File: config.mk
export PLATFORM = sky130hd
export DESIGN_NAME = cell_comm_fa_packetizer
export DESIGN_NICKNAME = d
export VERILOG_FILES = /design/src/rtl/cell_comm_fa_packetizer_pkg.sv /design/src/rtl/cell_comm_fa_capture.sv /design/src/rtl/cell_comm_fa_packetizer.sv
export SDC_FILE = /design/constraint.sdc
export NUM_CORES = 1
export LEC_CHECK = 0
export CAP_MARGIN = 20
export CORE_MARGIN = 4
export CORE_UTILIZATION = 35
export DETAILED_ROUTE_END_ITERATION = 12
export DONT_BUFFER_PORTS = 1
export PLACE_DENSITY = 0.52
export SYNTH_ARGS = -nofsm -noshare
export SYNTH_HDL_FRONTEND = slang
export SYNTH_HIERARCHICAL = 1
export SYNTH_SLANG_ARGS = --single-unit
File: constraint.sdc
create_clock -name sysClk -period 3.8 [get_ports sysClk]
set_input_delay 0.57 -clock sysClk [delete_from_list [all_inputs] [get_ports sysClk]]
set_output_delay 0.57 -clock sysClk [all_outputs]
set_load 0.01 [all_outputs]
File: src/rtl/cell_comm_fa_packetizer_pkg.sv
// Shared constants, header layout helper and state encodings for the FA packetizer.
package cell_comm_fa_packetizer_pkg;

    localparam logic [7:0] HDR_MAGIC     = 8'hA5;
    localparam int         WORDS_PER_BPM = 4;
    localparam int         HDR_MAGIC_LSB = 24;
    localparam int         HDR_CLIP_LSB  = 16;
    localparam int         HDR_STALE_BIT = 15;

    typedef enum logic [1:0] {
        ST_IDLE    = 2'd0,
        ST_COLLECT = 2'd1,
        ST_SEND    = 2'd2
    } pkt_state_e;

    typedef enum logic [1:0] {
        WORD_HDR = 2'd0,
        WORD_X   = 2'd1,
        WORD_Y   = 2'd2,
        WORD_S   = 2'd3
    } pkt_word_e;

    localparam pkt_word_e LAST_WORD = pkt_word_e'(2'(WORDS_PER_BPM - 1));

    // Assembles a per-BPM header word; idx arrives already zero-extended to 15 bits.
    function automatic logic [31:0] make_header(input logic [7:0]  clip,
                                                input logic        stale,
                                                input logic [14:0] idx);
        logic [31:0] hdr;
        hdr                         = '0;
        hdr[HDR_MAGIC_LSB +: 8]     = HDR_MAGIC;
        hdr[HDR_CLIP_LSB +: 8]      = clip;
        hdr[HDR_STALE_BIT]          = stale;
        hdr[14:0]                   = idx;
        return hdr;
    endfunction

endpackage

File: src/rtl/cell_comm_fa_capture.sv
// Per-BPM capture slot: toggle edge detect, sample/clip capture and fresh flag.
module cell_comm_fa_capture
    import cell_comm_fa_packetizer_pkg::*;
#(
    parameter int DATA_WIDTH = 32,
    parameter int ADC_COUNT  = 4
) (
    input  logic                  clk,
    input  logic                  rst_n,
    input  logic                  toggle_in,
    input  logic [DATA_WIDTH-1:0] x_in,
    input  logic [DATA_WIDTH-1:0] y_in,
    input  logic [DATA_WIDTH-1:0] s_in,
    input  logic [ADC_COUNT-1:0]  clip_in,
    input  logic                  clear_in,
    output logic                  toggle_edge,
    output logic                  fresh,
    output logic [DATA_WIDTH-1:0] x_out,
    output logic [DATA_WIDTH-1:0] y_out,
    output logic [DATA_WIDTH-1:0] s_out,
    output logic [ADC_COUNT-1:0]  clip_out,
    output logic                  overrun
);

    logic                  toggle_q, toggle_d;
    logic                  fresh_q, fresh_d;
    logic [DATA_WIDTH-1:0] x_q, x_d, y_q, y_d, s_q, s_d;
    logic [ADC_COUNT-1:0]  clip_q, clip_d;

    // Edge detect and capture; a new edge wins over the packet-start clear so it lands in the next packet.
    always_comb begin
        toggle_edge = toggle_in ^ toggle_q;
        toggle_d    = toggle_in;
        fresh_d     = fresh_q;
        x_d         = x_q;
        y_d         = y_q;
        s_d         = s_q;
        clip_d      = clip_q;
        overrun     = 1'b0;
        if (toggle_edge) begin
            x_d     = x_in;
            y_d     = y_in;
            s_d     = s_in;
            clip_d  = clip_in;
            fresh_d = 1'b1;
            overrun = fresh_q && !clear_in;
        end else if (clear_in) begin
            fresh_d = 1'b0;
        end
    end

    // Capture state registers.
    always_ff @(posedge clk or negedge rst_n) begin
        if (!rst_n) begin
            toggle_q <= 1'b0;
            fresh_q  <= 1'b0;
            x_q      <= '0;
            y_q      <= '0;
            s_q      <= '0;
            clip_q   <= '0;
        end else begin
            toggle_q <= toggle_d;
            fresh_q  <= fresh_d;
            x_q      <= x_d;
            y_q      <= y_d;
            s_q      <= s_d;
            clip_q   <= clip_d;
        end
    end

    assign fresh    = fresh_q;
    assign x_out    = x_q;
    assign y_out    = y_q;
    assign s_out    = s_q;
    assign clip_out = clip_q;

endmodule

File: src/rtl/cell_comm_fa_packetizer.sv
// FA packetizer top: collects per-BPM samples and emits one AXIS packet per FA cycle.
module cell_comm_fa_packetizer
    import cell_comm_fa_packetizer_pkg::*;
#(
    parameter int NUM_BPMS       = 2,
    parameter int ADC_COUNT      = 4,
    parameter int FOFB_IDX_WIDTH = 9,
    parameter int DATA_WIDTH     = 32,
    parameter int TIMEOUT_CYCLES = 1000
) (
    input  logic                           sysClk,
    input  logic                           sysReset_n,
    input  logic [NUM_BPMS-1:0]            sysBpmEnable,
    input  logic [FOFB_IDX_WIDTH-1:0]      sysFofbIdxBase,
    input  logic [NUM_BPMS*DATA_WIDTH-1:0] sysFA_X,
    input  logic [NUM_BPMS*DATA_WIDTH-1:0] sysFA_Y,
    input  logic [NUM_BPMS*DATA_WIDTH-1:0] sysFA_S,
    input  logic [NUM_BPMS-1:0]            sysFaToggle,
    input  logic [NUM_BPMS*ADC_COUNT-1:0]  sysClippedAdc,
    output logic                           txTvalid,
    output logic [31:0]                    txTdata,
    output logic                           txTlast,
    input  logic                           txTready,
    output logic [31:0]                    packetCount,
    output logic [31:0]                    overrunCount,
    output logic [31:0]                    timeoutCount
);

    localparam int BPM_IDX_W = (NUM_BPMS > 1) ? $clog2(NUM_BPMS) : 1;
    localparam int TIMER_W   = $clog2(TIMEOUT_CYCLES);
    localparam logic [TIMER_W-1:0] TIMER_LAST = TIMER_W'(TIMEOUT_CYCLES - 1);

    logic [NUM_BPMS-1:0]   edge_vec, fresh_vec, overrun_vec;
    logic [DATA_WIDTH-1:0] cap_x [NUM_BPMS];
    logic [DATA_WIDTH-1:0] cap_y [NUM_BPMS];
    logic [DATA_WIDTH-1:0] cap_s [NUM_BPMS];
    logic [ADC_COUNT-1:0]  cap_clip [NUM_BPMS];
    logic                  load_send, timeout_hit, pkt_done;

    genvar gi;
    generate
        for (gi = 0; gi < NUM_BPMS; gi++) begin : g_bpm
            cell_comm_fa_capture #(
                .DATA_WIDTH (DATA_WIDTH),
                .ADC_COUNT  (ADC_COUNT)
            ) u_capture (
                .clk         (sysClk),
                .rst_n       (sysReset_n),
                .toggle_in   (sysFaToggle[gi]),
                .x_in        (sysFA_X[gi*DATA_WIDTH +: DATA_WIDTH]),
                .y_in        (sysFA_Y[gi*DATA_WIDTH +: DATA_WIDTH]),
                .s_in        (sysFA_S[gi*DATA_WIDTH +: DATA_WIDTH]),
                .clip_in     (sysClippedAdc[gi*ADC_COUNT +: ADC_COUNT]),
                .clear_in    (load_send),
                .toggle_edge (edge_vec[gi]),
                .fresh       (fresh_vec[gi]),
                .x_out       (cap_x[gi]),
                .y_out       (cap_y[gi]),
                .s_out       (cap_s[gi]),
                .clip_out    (cap_clip[gi]),
                .overrun     (overrun_vec[gi])
            );
        end
    endgenerate

    pkt_state_e                state_q, state_d;
    pkt_word_e                 word_q, word_d;
    logic [TIMER_W-1:0]        timer_q, timer_d;
    logic [BPM_IDX_W-1:0]      bpm_q, bpm_d;
    logic [DATA_WIDTH-1:0]     send_x_q [NUM_BPMS];
    logic [DATA_WIDTH-1:0]     send_x_d [NUM_BPMS];
    logic [DATA_WIDTH-1:0]     send_y_q [NUM_BPMS];
    logic [DATA_WIDTH-1:0]     send_y_d [NUM_BPMS];
    logic [DATA_WIDTH-1:0]     send_s_q [NUM_BPMS];
    logic [DATA_WIDTH-1:0]     send_s_d [NUM_BPMS];
    logic [ADC_COUNT-1:0]      send_clip_q [NUM_BPMS];
    logic [ADC_COUNT-1:0]      send_clip_d [NUM_BPMS];
    logic [NUM_BPMS-1:0]       send_fresh_q, send_fresh_d, send_en_q, send_en_d;
    logic [FOFB_IDX_WIDTH-1:0] send_base_q, send_base_d;
    logic [31:0]               packet_count_q, packet_count_d;
    logic [31:0]               overrun_count_q, overrun_count_d;
    logic [31:0]               timeout_count_q, timeout_count_d;
    logic [BPM_IDX_W-1:0]      first_en, next_bpm;
    logic                      has_next, all_fresh;

    // Lowest enabled BPM, where a freshly loaded packet starts.
    always_comb begin
        first_en = '0;
        for (int j = NUM_BPMS - 1; j >= 0; j--) begin
            if (sysBpmEnable[j]) first_en = BPM_IDX_W'(j);
        end
    end

    // Next enabled BPM above the current one; none left means this BPM closes the packet.
    always_comb begin
        next_bpm = bpm_q;
        has_next = 1'b0;
        for (int j = NUM_BPMS - 1; j >= 0; j--) begin
            if (send_en_q[j] && (j > int'(bpm_q))) begin
                next_bpm = BPM_IDX_W'(j);
                has_next = 1'b1;
            end
        end
    end

    assign all_fresh = ((fresh_vec & sysBpmEnable) == sysBpmEnable);

    // Packet FSM: wait for first enabled edge, collect until complete or timed out, then stream.
    always_comb begin
        state_d     = state_q;
        timer_d     = timer_q;
        bpm_d       = bpm_q;
        word_d      = word_q;
        load_send   = 1'b0;
        timeout_hit = 1'b0;
        pkt_done    = 1'b0;
        case (state_q)
            ST_IDLE: begin
                if ((edge_vec & sysBpmEnable) != '0) begin
                    state_d = ST_COLLECT;
                    timer_d = '0;
                end
            end
            ST_COLLECT: begin
                if (sysBpmEnable == '0) begin
                    state_d = ST_IDLE;
                end else if (all_fresh) begin
                    load_send = 1'b1;
                end else if (timer_q == TIMER_LAST) begin
                    load_send   = 1'b1;
                    timeout_hit = 1'b1;
                end else begin
                    timer_d = timer_q + 1'b1;
                end
                if (load_send) begin
                    state_d = ST_SEND;
                    bpm_d   = first_en;
                    word_d  = WORD_HDR;
                end
            end
            ST_SEND: begin
                if (txTready) begin
                    if (word_q == LAST_WORD) begin
                        if (has_next) begin
                            bpm_d  = next_bpm;
                            word_d = WORD_HDR;
                        end else begin
                            pkt_done = 1'b1;
                            timer_d  = '0;
                            state_d  = ((fresh_vec | edge_vec) != '0) ? ST_COLLECT : ST_IDLE;
                        end
                    end else begin
                        case (word_q)
                            WORD_HDR: word_d = WORD_X;
                            WORD_X:   word_d = WORD_Y;
                            default:  word_d = WORD_S;
                        endcase
                    end
                end
            end
            default: state_d = ST_IDLE;
        endcase
    end

    // Send buffer: snapshot of captures, fresh, enable and base taken at packet start.
    always_comb begin
        send_x_d     = send_x_q;
        send_y_d     = send_y_q;
        send_s_d     = send_s_q;
        send_clip_d  = send_clip_q;
        send_fresh_d = send_fresh_q;
        send_en_d    = send_en_q;
        send_base_d  = send_base_q;
        if (load_send) begin
            send_x_d     = cap_x;
            send_y_d     = cap_y;
            send_s_d     = cap_s;
            send_clip_d  = cap_clip;
            send_fresh_d = fresh_vec;
            send_en_d    = sysBpmEnable;
            send_base_d  = sysFofbIdxBase;
        end
    end

    // Wrapping status counters; several BPMs may overrun in the same cycle.
    always_comb begin
        overrun_count_d = overrun_count_q;
        for (int j = 0; j < NUM_BPMS; j++) begin
            overrun_count_d = overrun_count_d + {31'b0, overrun_vec[j]};
        end
        packet_count_d  = packet_count_q + {31'b0, pkt_done};
        timeout_count_d = timeout_count_q + {31'b0, timeout_hit};
    end

    // State, pointer, send buffer and counter registers.
    always_ff @(posedge sysClk or negedge sysReset_n) begin
        if (!sysReset_n) begin
            state_q         <= ST_IDLE;
            word_q          <= WORD_HDR;
            timer_q         <= '0;
            bpm_q           <= '0;
            for (int j = 0; j < NUM_BPMS; j++) begin
                send_x_q[j]    <= '0;
                send_y_q[j]    <= '0;
                send_s_q[j]    <= '0;
                send_clip_q[j] <= '0;
            end
            send_fresh_q    <= '0;
            send_en_q       <= '0;
            send_base_q     <= '0;
            packet_count_q  <= '0;
            overrun_count_q <= '0;
            timeout_count_q <= '0;
        end else begin
            state_q         <= state_d;
            word_q          <= word_d;
            timer_q         <= timer_d;
            bpm_q           <= bpm_d;
            send_x_q        <= send_x_d;
            send_y_q        <= send_y_d;
            send_s_q        <= send_s_d;
            send_clip_q     <= send_clip_d;
            send_fresh_q    <= send_fresh_d;
            send_en_q       <= send_en_d;
            send_base_q     <= send_base_d;
            packet_count_q  <= packet_count_d;
            overrun_count_q <= overrun_count_d;
            timeout_count_q <= timeout_count_d;
        end
    end

    logic [FOFB_IDX_WIDTH-1:0] idx_w;
    logic [14:0]               hdr_idx;
    logic [7:0]                clip8;

    // Output word mux; everything reads zero outside SEND, so reset clears the bus at once.
    always_comb begin
        idx_w                          = send_base_q + FOFB_IDX_WIDTH'(bpm_q);
        hdr_idx                        = '0;
        hdr_idx[FOFB_IDX_WIDTH-1:0]    = idx_w;
        clip8                          = '0;
        clip8[ADC_COUNT-1:0]           = send_clip_q[bpm_q];
        txTvalid = (state_q == ST_SEND);
        txTdata  = '0;
        txTlast  = 1'b0;
        if (state_q == ST_SEND) begin
            case (word_q)
                WORD_HDR: txTdata = make_header(clip8, !send_fresh_q[bpm_q], hdr_idx);
                WORD_X:   txTdata = send_x_q[bpm_q];
                WORD_Y:   txTdata = send_y_q[bpm_q];
                default: begin
                    txTdata = send_s_q[bpm_q];
                    txTlast = !has_next;
                end
            endcase
        end
    end

    assign packetCount  = packet_count_q;
    assign overrunCount = overrun_count_q;
    assign timeoutCount = timeout_count_q;

endmodule

======== After elaboration in Yosys (flattened, before gate mapping) ========
Index checks and enable logic that the tools add are counted.
W data, S select, Z words.
cells by class
  multiplexer cells ....................... 66
  equal/unequal tests ..................... 19
  reductions and logical operators ........ 20
  $lt $le $gt $ge ......................... 3
  bitwise operators ....................... 6
  $add $sub $neg .......................... 6
operators by type and width
  cell                     number
  $mux W32                 10
  $add A32 B1 Y32          4
  $pmux W32 S3             1
  $mux W10                 7
  $mux W1                  30
  $pmux W10 S3             1
  $mux W2                  10
  $mux W4                  3
  $ne A2 B2 Y1 const B     6
  $add A10 B1 Y10 const B  1
  $eq A10 B10 Y1 const B   1
  $reduce_bool A2 Y1       5
  $add A9 B1 Y9            1
  $ne A2 B1 Y1 const B     4
  $pmux W2 S2              2
  $reduce_and A8 Y1        1
  $eq A2 B2 Y1 const B     3
  $logic_not A2 Y1         3
  $ne A3 B3 Y1 const B     2
  $pmux W2 S3              1
  $reduce_and A6 Y1        1
  $reduce_and A5 Y1        1
  $and A2 B2 Y2            2
  $eq A2 B1 Y1 const B     2
  13 further kinds         18
storage, ports and cells
  register bits after elaboration ......... 528
  input bits .............................. 216
  output and inout bits ................... 130
  logic and storage cells ................. 150

======== Depth between registers and ports, before layout ========
  word-level depth ........................ 11
  gate-level depth with buffers ........... 19
  depth with buffers taken out ............ 16

======== Modules after synthesis ========
Netlist, hierarchy kept.
by module, submodules not included
  module                   area an instance (um^2)  times used  cells an instance  seq. area each (um^2)
  cell_comm_fa_packetizer  14976.9                  1           1155               8082.8
  cell_comm_fa_capture     3806.2                   2           217                2552.4

======== Worst setup path before layout ========
No wires, ideal clock.
  path kind ............................... input to register
  start point ............................. in sysBpmEnable[1]
  end point ............................... reg overrun_count_q[22], in the netlist overrunCount[22]
  required time ........................... 3.675 ns
  setup slack ............................. 0.343 ns
  data arrival time ....................... 3.332 ns
  cell stages on the path ................. 17
  cell sequence ........................... nor2b_1 -> o32ai_2 -> nand3_2 -> buf_6 -> buf_6 -> inv_1 -> inv_1 -> and3_1 -> inv_1 -> fa_1 -> inv_1 -> ha_1 -> and4_1 -> clkbuf_1 -> nand3_1 -> or4_1 -> xnor2_1
on the way
  longest elaborated chain between the ends .. 11
  elaborated cells between the ends (all ways) .. 14
  those cells by class .................... add/sub (2); eq/ne (1); mux (6); bitwise (1); reduce/logical (4)
ends and longest elaborated chain
  item                             RTL line                        text
  start, declared                  cell_comm_fa_packetizer.sv:13   input logic [NUM_BPMS-1:0] sysBpmEnable,
  $and A2 B2 Y2                    cell_comm_fa_packetizer.sv:106  assign all_fresh = ((fresh_vec & sysBpmEnable) == sysBpmEnable);
  $eq A2 B2 Y1                     cell_comm_fa_packetizer.sv:106
  $mux W1                          cell_comm_fa_packetizer.sv:127  end else if (all_fresh) begin
  $mux W1 *                        cell_comm_fa_packetizer.sv:125  if (sysBpmEnable == '0) begin
  $mux W1 * (2 in series)          cell_comm_fa_packetizer.sv:117  case (state_q)
  net load_send                    cell_comm_fa_packetizer.sv:38   logic load_send, timeout_hit, pkt_done;
  $logic_not A1 Y1 *               cell_comm_fa_capture.sv:46      overrun = fresh_q && !clear_in;
  $logic_and A1 B1 Y1 *            cell_comm_fa_capture.sv:46
  $mux W1 *                        cell_comm_fa_capture.sv:40      if (toggle_edge) begin
  net overrun_vec[0]               cell_comm_fa_packetizer.sv:33   logic [NUM_BPMS-1:0] edge_vec, fresh_vec, overrun_vec;
  $add A32 B1 Y32 * (2 in series)  cell_comm_fa_packetizer.sv:189  overrun_count_d = overrun_count_d + {31'b0, overrun_vec[j]};
  net overrun_count_d[22]          cell_comm_fa_packetizer.sv:81   logic [31:0] overrun_count_q, overrun_count_d;
  end signal, assigned             cell_comm_fa_packetizer.sv:227  overrun_count_q <= overrun_count_d;
  end, declared                    cell_comm_fa_packetizer.sv:81
Mark *: on every way through the listed nets, which the timed path passes. The rest lies on a longest branch. The select of a mux whose other input is x is not followed.
A chain may end at the register's enable or synchronous reset.

======== Final worst setup path ========
  start point ............................. reg bpm_q
  end point ............................... out txTdata[13]
on the way
  longest elaborated chain between the ends .. 6
  elaborated cells between the ends (all ways) .. 12
  those cells by class .................... mux (11); bitwise (1)
ends and longest elaborated chain
  item                                              RTL line                                                                                        text
  start, declared                                   cell_comm_fa_packetizer.sv:69                                                                   logic [BPM_IDX_W-1:0] bpm_q, bpm_d;
  start signal, assigned                            cell_comm_fa_packetizer.sv:218                                                                  bpm_q <= bpm_d;
  $not A1 Y2 (implied by the code) *                cell_comm_fa_packetizer.sv:249, cell_comm_fa_packetizer.sv:250, cell_comm_fa_packetizer.sv:252
  $mux W32, on equally long branches (3 in series)  cell_comm_fa_packetizer.sv:252, cell_comm_fa_packetizer.sv:249, cell_comm_fa_packetizer.sv:250
  $pmux W32 S3 *                                    cell_comm_fa_packetizer.sv:247                                                                  case (word_q)
  $mux W32 *                                        cell_comm_fa_packetizer.sv:246                                                                  if (state_q == ST_SEND) begin
  end, declared                                     cell_comm_fa_packetizer.sv:21                                                                   output logic [31:0] txTdata,
Mark *: on every way between the ends. The rest lies on a longest branch, timed or not. The select of a mux whose other input is x is not followed.

==> qor.csv <==
stage,metric,value,unit
run_status,outcome,finished with violations,
run_status,failing checks,"hold timing, slew limit",
timing,Slew @ Worst Pin,2.05,ns
pwr,overall power,19.2,mW
cts,H-Tree Depth,2,
global_routing,GRT overflow,0,
timing,RSZ-0062 raised after global routing,false,
floorplan,Ports,346,
synthesis,Cell variety after synth,52,
finish,P&R area growth vs syn,12.8,%
cts,cts-stage hold buffer count,2,
floorplan,initial core utilization,35.6,%
global_routing,global-route wire length before repair,88.5,mm
worst_setup_path,FF-to-FF setup slack,0.48,ns
floorplan,die area,0.0687,sq mm
cts,CTS Buf Count,59,
global_routing,vias in the first global route,13800,
synthesis,main combinational cell family by area after synthesis,multiplexers,
timing,Setup Skew,0.0125,ns
finish,Storage cell area,0.0132,sq mm
finish,"commonest non-fill, non-tap cells in the layout","526 x dfrtp_1, 292 x mux2_1, 179 x mux2_2",
synthesis,average size of a mapped cell,14.2,sq um
worst_setup_path,CP Cell Sequence,buf_12 -> mux2_2 -> a221oi_1 -> a211oi_1 -> buf_4,
worst_setup_path,sum of buffers and inverters on the critical path,2,
worst_setup_path,element type at the critical path start,flop,
timing,Final Critical Period,3.64,ns
placed_design,post-DP HPWL,40.2,mm
worst_setup_path,R2R depth,10,
cts,clk slew on worst S/H paths,0.07,ns
detailed_routing,Vias per Instance,5.08,
global_routing,met2 usage,28.4,%
synthesis,Post-Synth Adder-Cell Area,0.809,%
finish,"most common cell after layout, fill and taps aside",dfrtp_1,
cts,CTS max path bufs,3,
synthesis,Synth Area in Compound Gates,3.41,%
floorplan,Core Rows,92,
global_routing,met3 Track Usage GR,6.98,%
placed_design,IO Port Bufs,0,
synthesis,Syn Std Cell Area,0.0226,sq mm
finish,Final Net Count,1831,
job,max-cap violations,0,
synthesis,xor and xnor fraction of the mapped netlist area,3.84,%
timing,final setup vio count,0,
floorplan,die boundary width,262,um
pwr,Leakage,10.9,nW
pwr,Worst VDD drop,0.000470,V
worst_setup_path,slowest CP cell,dfrtp_4,
worst_setup_path,critical path type,reg2out,
global_routing,met1 Resource Use GR,20.5,%
synthesis,YS warnings,6,
worst_setup_path,reg-to-reg startpoint,state_q[1],
synthesis,"EDFF count, synth",0,
worst_setup_path,Top delay family on crit path,flip-flops,
worst_setup_path,Worst R2R End,timeoutCount[22],
synthesis,sequential cell area fraction in the yosys report,58.4,%
detailed_routing,DRT antenna net count,0,
global_routing,GRT Max-Usage Layer,met2,
worst_setup_path,"Req. time, crit path",3.23,ns
timing,final hold slack,-0.293,ns
global_routing,largest net degree at the start of global routing,528,
synthesis,Syn Nets,1819,
synthesis,Post-synth ARST share,100,%
worst_setup_path,max incr delay on CP,0.72,ns
synthesis,Mapped Cells,1589,
detailed_routing,DR WL/cell,23.4,um
worst_setup_path,crit path max fanout,49,
synthesis,ys flop type,dfrtp_1,
pwr,Pwr per Cell Area,752,mW/mm^2
timing,part of the cycle the worst path needs,95.9,%
placed_design,post-placement cell count,2384,
finish,post-layout util,40.2,%
min_path,class of the worst hold path,in2async,
cts,CTS tree,yes,
detailed_routing,vias,12800,
finish,fraction of layout cells with a size suffix above 1,19.6,%
worst_setup_path,Setup crit end kind,output pin,
finish,non-filler instance count after layout,2518,
timing,Hold Fails Final Rpt,255,
timing,Slew headroom,-36.3,%
global_routing,initial antenna violation count,48,
detailed_routing,final WL,59.0,mm
cts,root buffer cell,clkbuf_16,
synthesis,post-synthesis register bit count,527,
detailed_routing,DRC viols,0,
cts,CTS Sinks,527,
synthesis,Synth Area in Simple Gates,5.51,%
worst_setup_path,crit path DAT,3.07,ns
global_routing,GRT Total Usage,17.0,%
timing,fmax,0.274,GHz
floorplan,core box area,0.0634,sq mm
floorplan,Die Y,262,um
synthesis,mux contribution to synthesized area,25.0,%
placed_design,GPL Wtd Cong,0.789,
finish,area of the multi-input gates,0.00880,sq mm
detailed_routing,1st-pass router iterations,5,
cts,Worst-Skew Late Latency,0.61,ns
timing,Max Slew Vio Count,272,
detailed_routing,drt first-iter violations,713,
finish,fillers,5926,
[routing by layer]
| layer | share of wire [%] | routed length (um) | vias to the layer above |
|---|---|---|---|
| li1 | - | - | 5773 |
| met1 | 41 | 23900 | 6570 |
| met2 | 48 | 28300 | 324 |
| met3 | 9.0 | 5290 | 107 |
| met4 | 2.1 | 1270 | 28 |
| met5 | 0.33 | 192 | - |
[cells in the mapped netlist, drive strengths merged, types with 13 or more instances]
| cell | instances | area (sq um) |
|---|---|---|
| dfrtp | 527 | 13200 |
| clkbuf | 26 | 97.6 |
| nand2 | 57 | 214 |
| a211oi | 19 | 143 |
| buf | 56 | 485 |
| a221oi | 26 | 228 |
| nand3 | 42 | 215 |
| xor2 | 35 | 307 |
| nor2 | 44 | 165 |
| xnor2 | 64 | 561 |
| and3 | 22 | 138 |
| nand4 | 20 | 131 |
| inv | 26 | 97.6 |
| o21ai | 14 | 70.1 |
| mux2i | 24 | 240 |
| ha | 13 | 163 |
| mux2 | 471 | 5300 |
[where the power goes]
part / switching, mW / internal, mW
logic: 2.62 / 2.54
clock network: 2.33 / 3.47
registers: 0.996 / 7.21
[repair_timing]
item | CTS | global route
setup buffers | 0 | 0
endpoints found under the setup margin | 5 | 0
hold endpoints to repair | 529 | 527
resized for setup | 3 | 0
[flip-flops by register name, summed over array words and instances (netlist names)]
register / cells
send_fresh_q: 2
send_s_q: 64
g_bpm.u_capture/y_out: 64
overrunCount: 32
send_clip_q: 8
state_q: 2
send_y_q: 64
timeoutCount: 32
send_en_q: 1
packetCount: 32
g_bpm.u_capture/fresh: 2
g_bpm.u_capture/toggle_q: 2
timer_q: 10
g_bpm.u_capture/x_out: 64
g_bpm.u_capture/clip_out: 8
g_bpm.u_capture/s_out: 64
bpm_q: 1
word_q: 2
send_base_q: 9
send_x_q: 64
[area by class of cell]
class / instances / area share, %
sequential: 527 / 51.8
multi-input combinational: 954 / 34.5
clock buffer: 80 / 6.54
tap: 846 / 4.15
clock inverter: 24 / 1.19
timing repair buffer: 33 / 1.14
inverter: 26 / 0.383
antenna: 28 / 0.275
[worst max path at each step]
stage	start	cells after the start	slack, ns	to
3_3_place_gp	state_q[1]	10	0.49	timeoutCount[22]
5_1_grt	bpm_q	5	0.007	txTdata[13]
4_1_cts	bpm_q	5	-0.02	txTdata[13]
2_1_floorplan	sysBpmEnable[1]	17	0.34	overrunCount[22]
6_report	bpm_q	5	0.16	txTdata[13]
3_5_place_dp	state_q[1]	10	0.45	timeoutCount[22]
[worst register-to-register path: cells and delay by family (launching register included)]
| family | cells | cell delay [ns] |
|---|---|---|
| and+or+nand+nor | 6 | 2.03 |
| xor gates and xnor gates | 1 | 0.15 |
| buffers and inverters | 1 | 0.07 |
| adders and majority gates | 2 | 0.44 |
| DFF | 1 | 0.51 |
[kinds of logic after synthesis]
| kind of cell | Yosys count |
|---|---|
| adders and majority gates | 14 |
| and+or+nand+nor | 241 |
| muxes | 500 |
| xor gates and xnor gates | 99 |
| AOI/OAI and AO/OA | 100 |
| DFF | 527 |
| buffers and inverters | 108 |
[metrics by stage]
stage | TNS [ns] | area [sq um] | hold slack (ns) | worst slack [ns]
floorplan | 0 | 22600 | 0.274 | 0.343
global placement | 0 | 23400 | 0.302 | 0.487
detailed placement | 0 | 23400 | 0.304 | 0.453
CTS | -0.0200 | 25400 | -0.376 | -0.0200
global route | 0 | 25400 | -0.345 | 0.00673
finish | 0 | 25500 | -0.293 | 0.155
Note: power is estimated with default switching activity, not from simulation.
